<file path="config.mk">
export PLATFORM = sky130hd
export DESIGN_NAME = smem_dcache_switch
export DESIGN_NICKNAME = d
export VERILOG_FILES = /design/src/rtl/smem_dcache_switch.sv
export SDC_FILE = /design/constraint.sdc
export NUM_CORES = 1
export LEC_CHECK = 0
export BUFFER_PORTS_ARGS = -buffer_cell sky130_fd_sc_hd__buf_2
export CORE_AREA = 2 2 528 530
export CTS_BUF_LIST = sky130_fd_sc_hd__clkbuf_8
export DETAILED_ROUTE_END_ITERATION = 7
export DIE_AREA = 0 0 530 532
export HOLD_SLACK_MARGIN = 0.15
export SLEW_MARGIN = 20
export SYNTH_ARGS = -nofsm -noshare
export SYNTH_HDL_FRONTEND = slang
export SYNTH_SLANG_ARGS = --single-unit
</file>
<file path="constraint.sdc">
create_clock -name clk -period 6.8 [get_ports clk]
set_clock_uncertainty 0.1 [all_clocks]
set_input_delay 2.04 -clock clk [delete_from_list [all_inputs] [get_ports clk]]
set_output_delay 2.04 -clock clk [all_outputs]
set_load 0.02 [all_outputs]
</file>
<file path="src/rtl/smem_dcache_switch.sv">
// Per-lane request router between the LSU and the data cache / shared memory, with
// a round-robin merge of both response streams onto one registered LSU response port.
module smem_dcache_switch #(
  parameter int NUM_THREADS = 4,
  parameter int WORD_SIZE   = 4,
  parameter int ADDR_WIDTH  = 30,
  parameter int TAG_WIDTH   = 8
) (
  input  logic                                    clk,
  input  logic                                    reset,

  input  logic [NUM_THREADS-1:0]                  in_req_valid,
  output logic [NUM_THREADS-1:0]                  in_req_ready,
  input  logic [NUM_THREADS-1:0]                  in_req_rw,
  input  logic [NUM_THREADS*WORD_SIZE-1:0]        in_req_byteen,
  input  logic [NUM_THREADS*ADDR_WIDTH-1:0]       in_req_addr,
  input  logic [NUM_THREADS*8*WORD_SIZE-1:0]      in_req_data,
  input  logic [NUM_THREADS*TAG_WIDTH-1:0]        in_req_tag,

  output logic                                    in_rsp_valid,
  input  logic                                    in_rsp_ready,
  output logic [NUM_THREADS-1:0]                  in_rsp_tmask,
  output logic [NUM_THREADS*8*WORD_SIZE-1:0]      in_rsp_data,
  output logic [TAG_WIDTH-1:0]                    in_rsp_tag,

  output logic [NUM_THREADS-1:0]                  dc_req_valid,
  input  logic [NUM_THREADS-1:0]                  dc_req_ready,
  output logic [NUM_THREADS-1:0]                  dc_req_rw,
  output logic [NUM_THREADS*WORD_SIZE-1:0]        dc_req_byteen,
  output logic [NUM_THREADS*ADDR_WIDTH-1:0]       dc_req_addr,
  output logic [NUM_THREADS*8*WORD_SIZE-1:0]      dc_req_data,
  output logic [NUM_THREADS*TAG_WIDTH-1:0]        dc_req_tag,

  output logic [NUM_THREADS-1:0]                  sm_req_valid,
  input  logic [NUM_THREADS-1:0]                  sm_req_ready,
  output logic [NUM_THREADS-1:0]                  sm_req_rw,
  output logic [NUM_THREADS*WORD_SIZE-1:0]        sm_req_byteen,
  output logic [NUM_THREADS*ADDR_WIDTH-1:0]       sm_req_addr,
  output logic [NUM_THREADS*8*WORD_SIZE-1:0]      sm_req_data,
  output logic [NUM_THREADS*TAG_WIDTH-1:0]        sm_req_tag,

  input  logic                                    dc_rsp_valid,
  output logic                                    dc_rsp_ready,
  input  logic [NUM_THREADS-1:0]                  dc_rsp_tmask,
  input  logic [NUM_THREADS*8*WORD_SIZE-1:0]      dc_rsp_data,
  input  logic [TAG_WIDTH-1:0]                    dc_rsp_tag,

  input  logic                                    sm_rsp_valid,
  output logic                                    sm_rsp_ready,
  input  logic [NUM_THREADS-1:0]                  sm_rsp_tmask,
  input  logic [NUM_THREADS*8*WORD_SIZE-1:0]      sm_rsp_data,
  input  logic [TAG_WIDTH-1:0]                    sm_rsp_tag
);

  localparam int DW  = 8 * WORD_SIZE;
  localparam int PW  = 1 + WORD_SIZE + ADDR_WIDTH + DW + TAG_WIDTH;
  localparam int RSW = NUM_THREADS + NUM_THREADS * DW + TAG_WIDTH;

  // ---------------------------------------------------------------------------
  // Request path: one elastic 1-entry stage per lane and per target
  // ---------------------------------------------------------------------------
  for (genvar i = 0; i < NUM_THREADS; i++) begin : g_lane
    logic          w_sel;
    logic          w_dc_load;
    logic          w_sm_load;
    logic [PW-1:0] w_in_payload;
    logic          r_dc_valid;
    logic          r_sm_valid;
    logic [PW-1:0] r_dc_payload;
    logic [PW-1:0] r_sm_payload;

    assign w_sel        = in_req_tag[i*TAG_WIDTH];
    assign w_in_payload = {in_req_rw[i],
                           in_req_byteen[i*WORD_SIZE +: WORD_SIZE],
                           in_req_addr[i*ADDR_WIDTH +: ADDR_WIDTH],
                           in_req_data[i*DW +: DW],
                           in_req_tag[i*TAG_WIDTH +: TAG_WIDTH]};

    // A full stage still accepts when it is draining in the same cycle.
    assign in_req_ready[i] = w_sel ? (!r_sm_valid || sm_req_ready[i])
                                   : (!r_dc_valid || dc_req_ready[i]);
    assign w_dc_load = in_req_valid[i] && in_req_ready[i] && !w_sel;
    assign w_sm_load = in_req_valid[i] && in_req_ready[i] &&  w_sel;

    // NOTE: state uses non-blocking assignments so every flop samples pre-edge values.
    always_ff @(posedge clk or negedge reset) begin
      if (!reset) begin
        r_dc_valid <= 1'b0;
        r_sm_valid <= 1'b0;
      end else begin
        if (w_dc_load)            r_dc_valid <= 1'b1;
        else if (dc_req_ready[i]) r_dc_valid <= 1'b0;
        if (w_sm_load)            r_sm_valid <= 1'b1;
        else if (sm_req_ready[i]) r_sm_valid <= 1'b0;
      end
    end

    // NOTE: payload flops are left unreset; the valid bit alone qualifies them.
    always_ff @(posedge clk) begin
      if (w_dc_load) r_dc_payload <= w_in_payload;
      if (w_sm_load) r_sm_payload <= w_in_payload;
    end

    assign dc_req_valid[i] = r_dc_valid;
    assign sm_req_valid[i] = r_sm_valid;
    assign {dc_req_rw[i],
            dc_req_byteen[i*WORD_SIZE +: WORD_SIZE],
            dc_req_addr[i*ADDR_WIDTH +: ADDR_WIDTH],
            dc_req_data[i*DW +: DW],
            dc_req_tag[i*TAG_WIDTH +: TAG_WIDTH]} = r_dc_payload;
    assign {sm_req_rw[i],
            sm_req_byteen[i*WORD_SIZE +: WORD_SIZE],
            sm_req_addr[i*ADDR_WIDTH +: ADDR_WIDTH],
            sm_req_data[i*DW +: DW],
            sm_req_tag[i*TAG_WIDTH +: TAG_WIDTH]} = r_sm_payload;
  end

  // ---------------------------------------------------------------------------
  // Response path: round-robin between cache and smem into one output register
  // ---------------------------------------------------------------------------
  logic           w_accept;
  logic           w_gnt_dc;
  logic           w_gnt_sm;
  logic           r_rsp_valid;
  logic           r_ptr;
  logic [RSW-1:0] r_rsp_payload;

  assign w_accept = !r_rsp_valid || in_rsp_ready;

  // r_ptr only matters when both sources compete: 0 favours cache, 1 favours smem.
  assign w_gnt_dc = dc_rsp_valid && (!sm_rsp_valid || !r_ptr);
  assign w_gnt_sm = sm_rsp_valid && (!dc_rsp_valid ||  r_ptr);

  assign dc_rsp_ready = w_accept && w_gnt_dc;
  assign sm_rsp_ready = w_accept && w_gnt_sm;

  always_ff @(posedge clk or negedge reset) begin
    if (!reset) begin
      r_rsp_valid <= 1'b0;
      r_ptr       <= 1'b0;
    end else if (w_accept) begin
      r_rsp_valid <= w_gnt_dc || w_gnt_sm;
      if (dc_rsp_valid && sm_rsp_valid) r_ptr <= !r_ptr;
    end
  end

  always_ff @(posedge clk) begin
    if (dc_rsp_ready)      r_rsp_payload <= {dc_rsp_tmask, dc_rsp_data, dc_rsp_tag};
    else if (sm_rsp_ready) r_rsp_payload <= {sm_rsp_tmask, sm_rsp_data, sm_rsp_tag};
  end

  assign in_rsp_valid = r_rsp_valid;
  assign {in_rsp_tmask, in_rsp_data, in_rsp_tag} = r_rsp_payload;

endmodule
</file>
## After elaboration in Yosys (flattened, before gate mapping)

Cells that the tools add are included.

| operators by class | value |
|---|---|
| multiplexer cells | 22 |
| reductions and logical operators | 55 |
| $add $sub $neg | 0 |
| shift-type cells | 0 |
| multipliers | 0 |
| order comparisons | 0 |
| bitwise operators | 0 |
| equality and inequality tests | 0 |
| divide/modulo/power cells | 0 |

Operators with widths:

| cell | number |
|---|---|
| 2-to-1 mux 140 bit | 2 |
| 2-to-1 mux 1 bit | 20 |
| nonzero test 2 bit | 9 |
| logical AND 1 bit | 17 |
| zero test 1 bit | 16 |
| logical OR 1 bit | 12 |
| AND reduction 2 bit | 1 |

| storage, ports and cells | value |
|---|---|
| bits in read-only memories | 0 |
| register bits | 750 |
| logic and storage cells | 96 |
| latch bits | 0 |
| memories kept | 0 |
| input bits | 597 |
| memory bits (writable) | 0 |
| output and inout port bits | 755 |

## Logic depth before layout (Yosys ltp)

| depth | value |
|---|---|
| depth in word-level cells | 6 |
| gate-level depth with buffers | 5 |
| depth with buffers taken out | 3 |

## Worst setup path before layout

No wires, ideal clock.

| timing path | value |
|---|---|
| kind | in2reg |
| start point | in dc_req_ready[0] |
| end point | reg g_lane[0].r_dc_payload[0] (enable) |
| buffers on the path | 0 |
| path slack | -1508 ps |
| data arrival time | 7591 ps |
| library setup time | 617 ps |
| cell stages on the path | 2 |
| required time | 6083 ps |
| cells stage by stage | nand2b_1 -> nor3b_1 |

| between the ends | value |
|---|---|
| cells in the longest elaborated chain, start to end | 4 |

Ends and longest elaborated chain:

| item | line | text |
|---|---|---|
| from (decl) | 27 | `input logic [NUM_THREADS-1:0] dc_req_ready,` |
| logical OR 1 bit | 81 | `: (!r_dc_valid \|\| dc_req_ready[i]);` |
| 2-to-1 mux 1 bit | 80 | `assign in_req_ready[i] = w_sel ? (!r_sm_valid \|\| sm_req_ready[i])` |
| logical AND 1 bit (2 in a row) | 82 | `assign w_dc_load = in_req_valid[i] && in_req_ready[i] && !w_sel;` |
| via g_lane[0].w_dc_load | 64 | `logic w_dc_load;` |
| to (signal assigned) | 100 | `if (w_dc_load) r_dc_payload <= w_in_payload;` |
| to (decl) | 69 | `logic [PW-1:0] r_dc_payload;` |

The timed path passes the listed nets, and every way through them passes these cells.
A chain may end at the register's enable or synchronous reset.

## Worst setup path in the final report

| timing path | value |
|---|---|
| start point | in in_rsp_ready |
| end point | out dc_rsp_ready |

| between the ends | value |
|---|---|
| cells in the longest elaborated chain, start to end | 2 |

Ends and longest elaborated chain:

| item | line | text |
|---|---|---|
| from (decl) | 21 | `input logic in_rsp_ready,` |
| logical OR 1 bit | 128 | `assign w_accept = !r_rsp_valid \|\| in_rsp_ready;` |
| logical AND 1 bit | 134 | `assign dc_rsp_ready = w_accept && w_gnt_dc;` |
| to (decl) | 43 | `output logic dc_rsp_ready,` |

No other way between the ends.

==> flow_summary.json <==
{
  "wirelength_mm": 192,
  "worstPathCellList": "buf_2, nand2b_2, nand3_4, inv_1, buf_2",
  "die_area_um2": 282000,
  "required_ns": 4.66,
  "area_delta_synth_final_pct": 58.7,
  "drt_iter0_drc": 1383,
  "p_leak_nw": 15.2,
  "ant_nets": 0,
  "wl_met3_mm": 35.7,
  "final_cell_mix": "buf_2, edfxtp_1, clkbuf_8",
  "tns_ns": 0,
  "antenna_found_initial": 206,
  "cp_slowest_cell": "nand3_4",
  "netlist-cell-type-count": 21,
  "via_per_inst": 2.81,
  "netlist_instances": 968,
  "fp.dieH_um": 532,
  "slowest_delay_ns": 0.34,
  "finalNetCount": 3054,
  "io_pins": 1352,
  "path_clk_slew_ns": 0.07,
  "worst_slew_pin_slew_ns": 1.07,
  "status": "finished clean",
  "yosysWarnings": 0,
  "die_x_um": 530,
  "wl_per_cell_um": 30.1,
  "seq_area_frac_synth_pct": 90.4,
  "cp_common_cell": "buf_2",
  "fin_crit_sh_pct": 75.6,
  "max-cap-violations": 0,
  "grt_pass1_vias": 17300,
  "cts_sinks": 750,
  "drcViolationCount": 0,
  "cp-start-kind": "input port",
  "grt_pass1_wl_mm": 226,
  "ir_worst_vdd_mv": 0.167,
  "route.met2.wl_mm": 83.1,
  "cp.arrival_ns": 3.00,
  "grt_max_degree": 92,
  "grt_use_total_pct": 13.0,
  "synth_nets": 1565,
  "hp-class": "flop to flop",
  "cts_resized": 0,
  "rows": 193,
  "cts_setup_buffers": 0,
  "numCtsBuffers": 141,
  "hold_viol": 0,
  "timing.final.crit_period_ns": 5.14,
  "clock_latency_ns": 0.90,
  "htree_levels": 4,
  "cts_tree": "done",
  "num_vias": 17900,
  "power_density_nw_per_um2": 291,
  "dp_hpwl_mm": 168,
  "avgSynthCellArea_um2": 25.7,
  "final_common_cell": "buf_2",
  "yosys_register_bits": 750,
  "drive_gt1_share_pct": 66.7,
  "ctsHoldBuffers": 0,
  "grt-ovfl-total": 0,
  "endpoint_kind": "primary output",
  "rsz0062_at_grt": "no",
  "initial_core_util_pct": 9.01,
  "cts_max_path_buffers": 4,
  "routabilityCongestion": 0.967,
  "finalSetupViolCount": 0,
  "fmax_ghz": 0.195,
  "crit_type": "input port to primary output",
  "synth_area_um2": 24900,
  "port_buffers": 1351,
  "final_core_util_pct": 14.3,
  "drv_slew": 0,
  "relSlewSlack_pct": 28.3,
  "dr.pass1.iters": 8,
  "wl_met1_mm": 62.2,
  "cp_max_fo": 17,
  "coreArea_um2": 276000,
  "top_layer": "met5",
  "cts_root_buf": "clkbuf_8"
}
## power by group
part	leakage, nW	internal (mW)	switching, mW
combinational	6.62	0.439	0.961
clock	1.53	2.47	2.15
sequential	7.06	5.39	0.0787
total	15.2	8.30	3.19
## synth_stat cells
master | n | area [um2]
a21oi_1 | 4 | 20.0
a31oi_1 | 4 | 25.0
and3_1 | 1 | 6.26
buf_2 | 5 | 25.0
buf_4 | 8 | 60.1
buf_6 | 10 | 113
dfrtp_1 | 10 | 250
edfxtp_1 | 740 | 22200
inv_1 | 9 | 33.8
mux2_2 | 51 | 574
mux2_4 | 89 | 1340
nand2_1 | 14 | 52.6
nand2b_1 | 5 | 31.3
nand2b_2 | 1 | 8.76
nand3_1 | 1 | 5.00
nand3_2 | 1 | 10.0
nor2_1 | 5 | 18.8
nor3b_1 | 4 | 30.0
o21a_1 | 1 | 7.51
o21ai_0 | 4 | 20.0
xnor2_1 | 1 | 8.76
## registers in the layout, indices dropped and copies added, names as in the netlist
name / flops
g_lane.r_sm_payload: 300
r_rsp_payload: 140
r_ptr: 1
g_lane.r_dc_payload: 300
g_lane.r_dc_valid: 4
g_lane.r_sm_valid: 4
in_rsp_valid: 1
## logic make-up after synthesis
kind of cell | share of synthesized area, %
flops | 90.4
mux | 7.69
simple gates | 0.654
buf+inv | 0.931
compound gates | 0.292
xor+xnor | 0.0352
## cell type report
class,instances,area (um2)
Fill cell,30800,236000
Tap cell,3705,4640
Multi-Input combinational cell,186,2260
Clock buffer,146,2010
Timing Repair Buffer,1369,6970
Inverter,9,33.8
Antenna cell,108,270
Sequential cell,750,22500
Clock inverter,102,805
## per-stage QoR
step                worst slack (ns)  std cells  instance area, um2  power (mW)  hold slack, ns
global route                    1.60       6340               39400        12.0           0.460
CTS                             1.64       6265               39100        11.8           0.433
floorplan                      0.424        968               24900        6.19           0.358
global placement                1.65       6017               36300        6.98           0.378
finish                          1.66       6375               39500        11.5           0.424
detailed placement              1.64       6017               36300        7.00           0.421
## path summary, 6_finish.rpt
path                               from                   end  slack [ns]  cells after the start
setup / recovery           in_rsp_ready          dc_rsp_ready        1.66                      5
hold / removal                    r_ptr                 r_ptr        0.42                      1
setup reg to reg           in_rsp_valid      r_rsp_payload[2]        3.80                      5
hold reg to reg                   r_ptr                 r_ptr        0.42                      1
max in group asynchronous         reset  g_lane[2].r_sm_valid        5.05                      1
min in group asynchronous         reset  g_lane[3].r_dc_valid        1.07                      1
## layer usage
metal | vias to the layer above | global-route usage [%]
met5 | - | 0
met4 | 54 | 6.77
met3 | 484 | 9.90
met2 | 1682 | 19.8
met1 | 8689 | 12.7
li1 | 7029 | -
## worst max-delay path, delay by kind of cell
kind,cells,cell delay [ns]
buffers and inverters,3,0.35
and+or+nand+nor,2,0.56
(Power assumes the default switching activity.)
